## config.mk

```make
export PLATFORM = sky130hd
export DESIGN_NAME = cp0_exc_ctrl
export DESIGN_NICKNAME = d
export VERILOG_FILES = /design/src/rtl/cp0_exc_ctrl.sv
export SDC_FILE = /design/constraint.sdc
export NUM_CORES = 1
export LEC_CHECK = 0
export CORE_MARGIN = 2
export CORE_UTILIZATION = 66
export DETAILED_ROUTE_END_ITERATION = 6
export DONT_BUFFER_PORTS = 1
export PLACE_DENSITY = 0.82
export SYNTH_ARGS = -nofsm -noshare
export SYNTH_HDL_FRONTEND = slang
export SYNTH_SLANG_ARGS = --single-unit
```

## constraint.sdc

```tcl
create_clock -name clk -period 4.32 [get_ports clk]
set_clock_uncertainty 0.2 [all_clocks]
set_input_delay 0 -clock clk [delete_from_list [all_inputs] [get_ports clk]]
set_output_delay 0 -clock clk [all_outputs]
set_load 0.05 [all_outputs]
```

## src/rtl/cp0_exc_ctrl.sv

```systemverilog
// Exception/interrupt/ERET sequencer for the CP0 write side; flush follows acceptance by 4 (exc, EXL=0), 3 (exc, EXL=1) or 2 (ERET) cycles.
// Requests are taken only in IDLE and ignored otherwise; stall_o holds the pipeline while a sequence runs.
module cp0_exc_ctrl #(
  parameter logic [31:0] VEC_BEV    = 32'hBFC0_0380,
  parameter logic [31:0] VEC_NORMAL = 32'h8000_0180
) (
  input  logic        clk,
  input  logic        rst,
  input  logic [31:0] status_i,
  input  logic [31:0] cause_i,
  input  logic [31:0] epc_i,
  input  logic        exc_valid_i,
  input  logic [4:0]  exc_code_i,
  input  logic [31:0] exc_pc_i,
  input  logic        exc_bd_i,
  input  logic        eret_i,
  output logic        cp0_we_o,
  output logic [4:0]  cp0_waddr_o,
  output logic [31:0] cp0_wdata_o,
  output logic        cause_upd_o,
  output logic [4:0]  cause_exccode_o,
  output logic        cause_bd_o,
  output logic        cause_bd_we_o,
  output logic        flush_o,
  output logic [31:0] new_pc_o,
  output logic        stall_o
);

  typedef enum logic [2:0] {
    IDLE        = 3'd0,
    WR_EPC      = 3'd1,
    WR_CAUSE    = 3'd2,
    WR_STATUS   = 3'd3,
    ERET_STATUS = 3'd4,
    REDIRECT    = 3'd5
  } state_t;

  localparam logic [4:0] ADDR_STATUS = 5'd12;
  localparam logic [4:0] ADDR_EPC    = 5'd14;

  state_t      state;
  state_t      state_nxt;
  logic        int_pend;
  logic        accept;
  logic [4:0]  snap_code;
  logic [31:0] snap_pc;
  logic        snap_bd;
  logic [31:0] snap_status;
  logic [31:0] snap_epc;
  logic        snap_eret;
  logic        unused_cause;

  assign unused_cause = ^{cause_i[31:16], cause_i[7:0]};

  assign int_pend = status_i[0] & ~status_i[1] & (|(status_i[15:8] & cause_i[15:8]));
  assign accept   = (state == IDLE) & (int_pend | exc_valid_i | eret_i);
  assign stall_o  = (state != IDLE);

  always_ff @(posedge clk or negedge rst) begin
    if (!rst) begin
      state <= IDLE;
    end else begin
      state <= state_nxt;
    end
  end

  // Everything the sequence writes comes from this snapshot, so live CP0 changes cannot leak in.
  always_ff @(posedge clk or negedge rst) begin
    if (!rst) begin
      snap_code   <= '0;
      snap_pc     <= '0;
      snap_bd     <= 1'b0;
      snap_status <= '0;
      snap_epc    <= '0;
      snap_eret   <= 1'b0;
    end else if (accept) begin
      snap_code   <= int_pend ? 5'd0 : exc_code_i;
      snap_pc     <= exc_pc_i;
      snap_bd     <= exc_bd_i;
      snap_status <= status_i;
      snap_epc    <= epc_i;
      snap_eret   <= ~int_pend & ~exc_valid_i;
    end
  end

  always_comb begin
    state_nxt       = IDLE;
    cp0_we_o        = 1'b0;
    cp0_waddr_o     = '0;
    cp0_wdata_o     = '0;
    cause_upd_o     = 1'b0;
    cause_exccode_o = '0;
    cause_bd_o      = 1'b0;
    cause_bd_we_o   = 1'b0;
    flush_o         = 1'b0;
    new_pc_o        = '0;
    case (state)
      IDLE: begin
        if (int_pend | exc_valid_i) begin
          state_nxt = status_i[1] ? WR_CAUSE : WR_EPC;
        end else if (eret_i) begin
          state_nxt = ERET_STATUS;
        end
      end
      WR_EPC: begin
        state_nxt   = WR_CAUSE;
        cp0_we_o    = 1'b1;
        cp0_waddr_o = ADDR_EPC;
        cp0_wdata_o = snap_bd ? (snap_pc - 32'd4) : snap_pc;
      end
      WR_CAUSE: begin
        // A nested exception keeps the BD bit of the original one.
        state_nxt       = WR_STATUS;
        cause_upd_o     = 1'b1;
        cause_exccode_o = snap_code;
        cause_bd_we_o   = ~snap_status[1];
        cause_bd_o      = ~snap_status[1] & snap_bd;
      end
      WR_STATUS: begin
        state_nxt   = REDIRECT;
        cp0_we_o    = 1'b1;
        cp0_waddr_o = ADDR_STATUS;
        cp0_wdata_o = snap_status | 32'h2;
      end
      ERET_STATUS: begin
        state_nxt   = REDIRECT;
        cp0_we_o    = 1'b1;
        cp0_waddr_o = ADDR_STATUS;
        cp0_wdata_o = snap_status & ~32'h2;
      end
      REDIRECT: begin
        state_nxt = IDLE;
        flush_o   = 1'b1;
        if (snap_eret) begin
          new_pc_o = snap_epc;
        end else begin
          new_pc_o = snap_status[22] ? VEC_BEV : VEC_NORMAL;
        end
      end
      default: state_nxt = IDLE;
    endcase
  end

endmodule

```

==> qor.yml <==
hp-class: "in -> async"
portBuffers: 0
worstSkewPairLatency_ns: 0.35
die_h_um: 93.7
cap_violations: 0
fmax_mhz: 299
dp.final_hpwl_um: 7970
synth_ff_type: "dfrtp_1"
gp_congestion: 0.801
critPathLaunch: "snap_pc[7]"
clkTransAtPathRegs_ns: 0.10
syn_area_per_cell_um2: 11.6
first_pass_iters: 5
min_period_ns: 3.35
yosysWarnings: 0
wl_um: 14400
critPathMaxFanout: 5
p_leak_nw: 2.85
via_count: 4037
cts_tree: "built"
slew_headroom_pct: 28.2
cts.htree.levels: 3
yosysSeqAreaShare_pct: 49.9
grt_pass1_wl_um: 22600
tns_ns: 0
status: "completed"
core_area_um2: 7770
crit_slowest_cell: "o21ai_1"
grt_usage_pct: 33.6
worstPathArrival_ns: 3.15
synth_edf_count: 0
die-area_um2: 8790
drtIter0Drc: 162
grt_antenna_before_repair: 0
slew_violations: 0
cts.sinks: 106
grt_overflow_total: 0
crit_path_cell_trace: "nor4_1, nand3_1, or3_1, xor2_1, o21ai_1"
grt_pass1_vias: 4312
synth-seq-cells: 106
tightest_slew_ns: 1.08
num_io_pins: 218
worst_setup_path_start_kind: "flip-flop"
crit_type: "reg -> out"
ys_types: 47
crit_buf_inv: 0
hold_violations: 0
postSynthCellCount: 458
crit_family: "simple AND/OR/NAND/NOR gates"
antennaDiodeCount: 0
initial_core_util_pct: 68.4
ctsLongestPathBuffers: 2
avgViaCountPerCell: 6.04
route.detailed.drc: 0
powerDensity_nw_per_um2: 824
cp-end-kind: "output pin"
period_share_pct: 77.4
area_growth_pct: 26.8
synth.cell_area_um2: 5310
r2r-start: "state[1]"
rsz0062_at_grt: "no"
die_w_um: 93.7
rows: 32
async_reset_ff_share_pct: 100
drt-wirelength-per-cell_um: 21.6
critPathRequiredTime_ns: 4.12
numCtsBuffers: 9
max-vdd-ir-drop_mv: 0.618
antenna_left: 0
grt_max_degree: 107
layout-drive-gt1-share_pct: 24.2
design_power_total_w: 0.00555
setup_violations: 0
slowest_delay_ns: 0.81
cts-root-buf: "clkbuf_8"
nets: 700
[where the power goes]
part | total (W) | internal [W] | switching (W)
sequential | 0.00195 | 0.00150 | 0.000440
combinational | 0.00292 | 0.00104 | 0.00188
clock | 0.000681 | 0.000344 | 0.000337
[cells in the mapped netlist (all sizes together), types with 2 or more instances]
library cell / number / area share, %
a211oi: 2 / 0.28
a21o: 9 / 1.3
a21oi: 4 / 0.38
a22o: 7 / 1.2
a22oi: 2 / 0.28
and2: 27 / 3.2
and4bb: 2 / 0.47
buf: 15 / 1.8
clkbuf: 13 / 0.92
dfrtp: 106 / 50
inv: 10 / 0.71
mux2: 96 / 21
nand2: 39 / 2.8
nand2b: 3 / 0.35
nand3: 5 / 0.47
nand3b: 2 / 0.28
nand4: 3 / 0.35
nand4b: 3 / 0.49
nor2: 13 / 0.92
nor2b: 3 / 0.35
nor3: 7 / 0.66
nor3b: 2 / 0.38
nor4: 6 / 0.71
o21ai: 34 / 3.2
or4: 2 / 0.35
xnor2: 12 / 2.0
xor2: 17 / 2.8
[per-layer routing]
layer / vias to the layer above / track usage [%] / wire length (um)
li1: 1804 / - / -
met1: 2016 / 38.4 / 5210
met2: 183 / 60.8 / 7880
met3: 34 / 7.06 / 936
met4: 0 / 13.6 / 388
met5: - / 0 / 0
[placed cells by master, fill, tap and decap left out, types with 2 or more instances in the layout]
cell,synthesis,routed
nand2_1,39,39
clkinv_4,0,2
bufinv_16,0,2
nand3b_1,2,2
a22o_1,7,7
conb_1,1,2
a22oi_1,2,2
nand3_1,5,5
clkbuf_8,0,10
and4bb_2,2,2
a21o_1,9,9
nand4b_1,3,3
dlygate4sd3_1,0,107
xor2_1,17,17
xnor2_1,12,12
nor3_1,7,6
mux2_2,86,86
nor2b_1,3,3
dfrtp_1,106,106
mux2_4,10,10
inv_1,10,10
o21ai_0,32,8
nand4_1,3,3
nor2_1,13,13
a211oi_1,2,2
a21oi_1,4,4
o21ai_1,2,25
buf_4,4,10
nand2b_1,3,3
nor4_1,6,6
and2_1,27,27
[cells by family after synthesis]
family,Yosys count,synth area share (%)
xor+xnor,29,4.78
fa+ha+maj,1,0.235
compound gates,65,7.96
other cells,1,0.0706
mux,96,21.1
simple gates,122,12.5
buf+inv,38,3.46
flops,106,49.9
[final cells by class]
cell class / instances / area, um^2
Sequential cell: 106 / 2650
Multi-Input combinational cell: 315 / 2500
Timing Repair Buffer: 119 / 1190
Fill cell: 366 / 1030
Clock buffer: 10 / 138
Tap cell: 102 / 128
Clock inverter: 6 / 90.1
Inverter: 10 / 37.5
[repair_timing]
item | 4_1_cts | 5_1_grt
hold buffers | 108 | 0
buffers inserted | 0 | 0
hold endpoints to repair | 212 | 0
gates resized for setup | 0 | 0
[final timing paths]
kind                                    to  slack [ns]  depth (start not counted)
hold reg to reg               snap_epc[14]        0.31                          1
hold / removal                  snap_pc[0]        0.09                          2
setup / recovery           cp0_wdata_o[16]        0.97                          5
setup reg to reg            snap_status[1]        1.39                          4
min in group clk               snap_epc[6]        0.12                          2
max in group asynchronous      snap_pc[18]        3.44                          2
[state kept, by name (all words and copies together) (netlist names)]
register and cells:
snap_epc 32, snap_pc 32, snap_status 32, snap_code 5, state 3, snap_bd 1
snap_eret 1
[per-stage QoR]
stage / utilization (%) / std cells / worst slack [ns] / area (um^2) / hold WS (ns)
2_1_floorplan: - / 459 / 0.810 / 5320 / -0.496
3_3_place_gp: 69.7 / 544 / 1.54 / 5410 / -0.493
3_5_place_dp: 69.7 / 544 / 1.54 / 5410 / -0.493
4_1_cts: 86.7 / 668 / 1.13 / 6740 / 0.0605
5_1_grt: 86.7 / 668 / 0.743 / 6740 / 0.115
6_report: 86.7 / 668 / 0.974 / 6740 / 0.0950
Note: power is estimated with default switching activity, not from simulation.
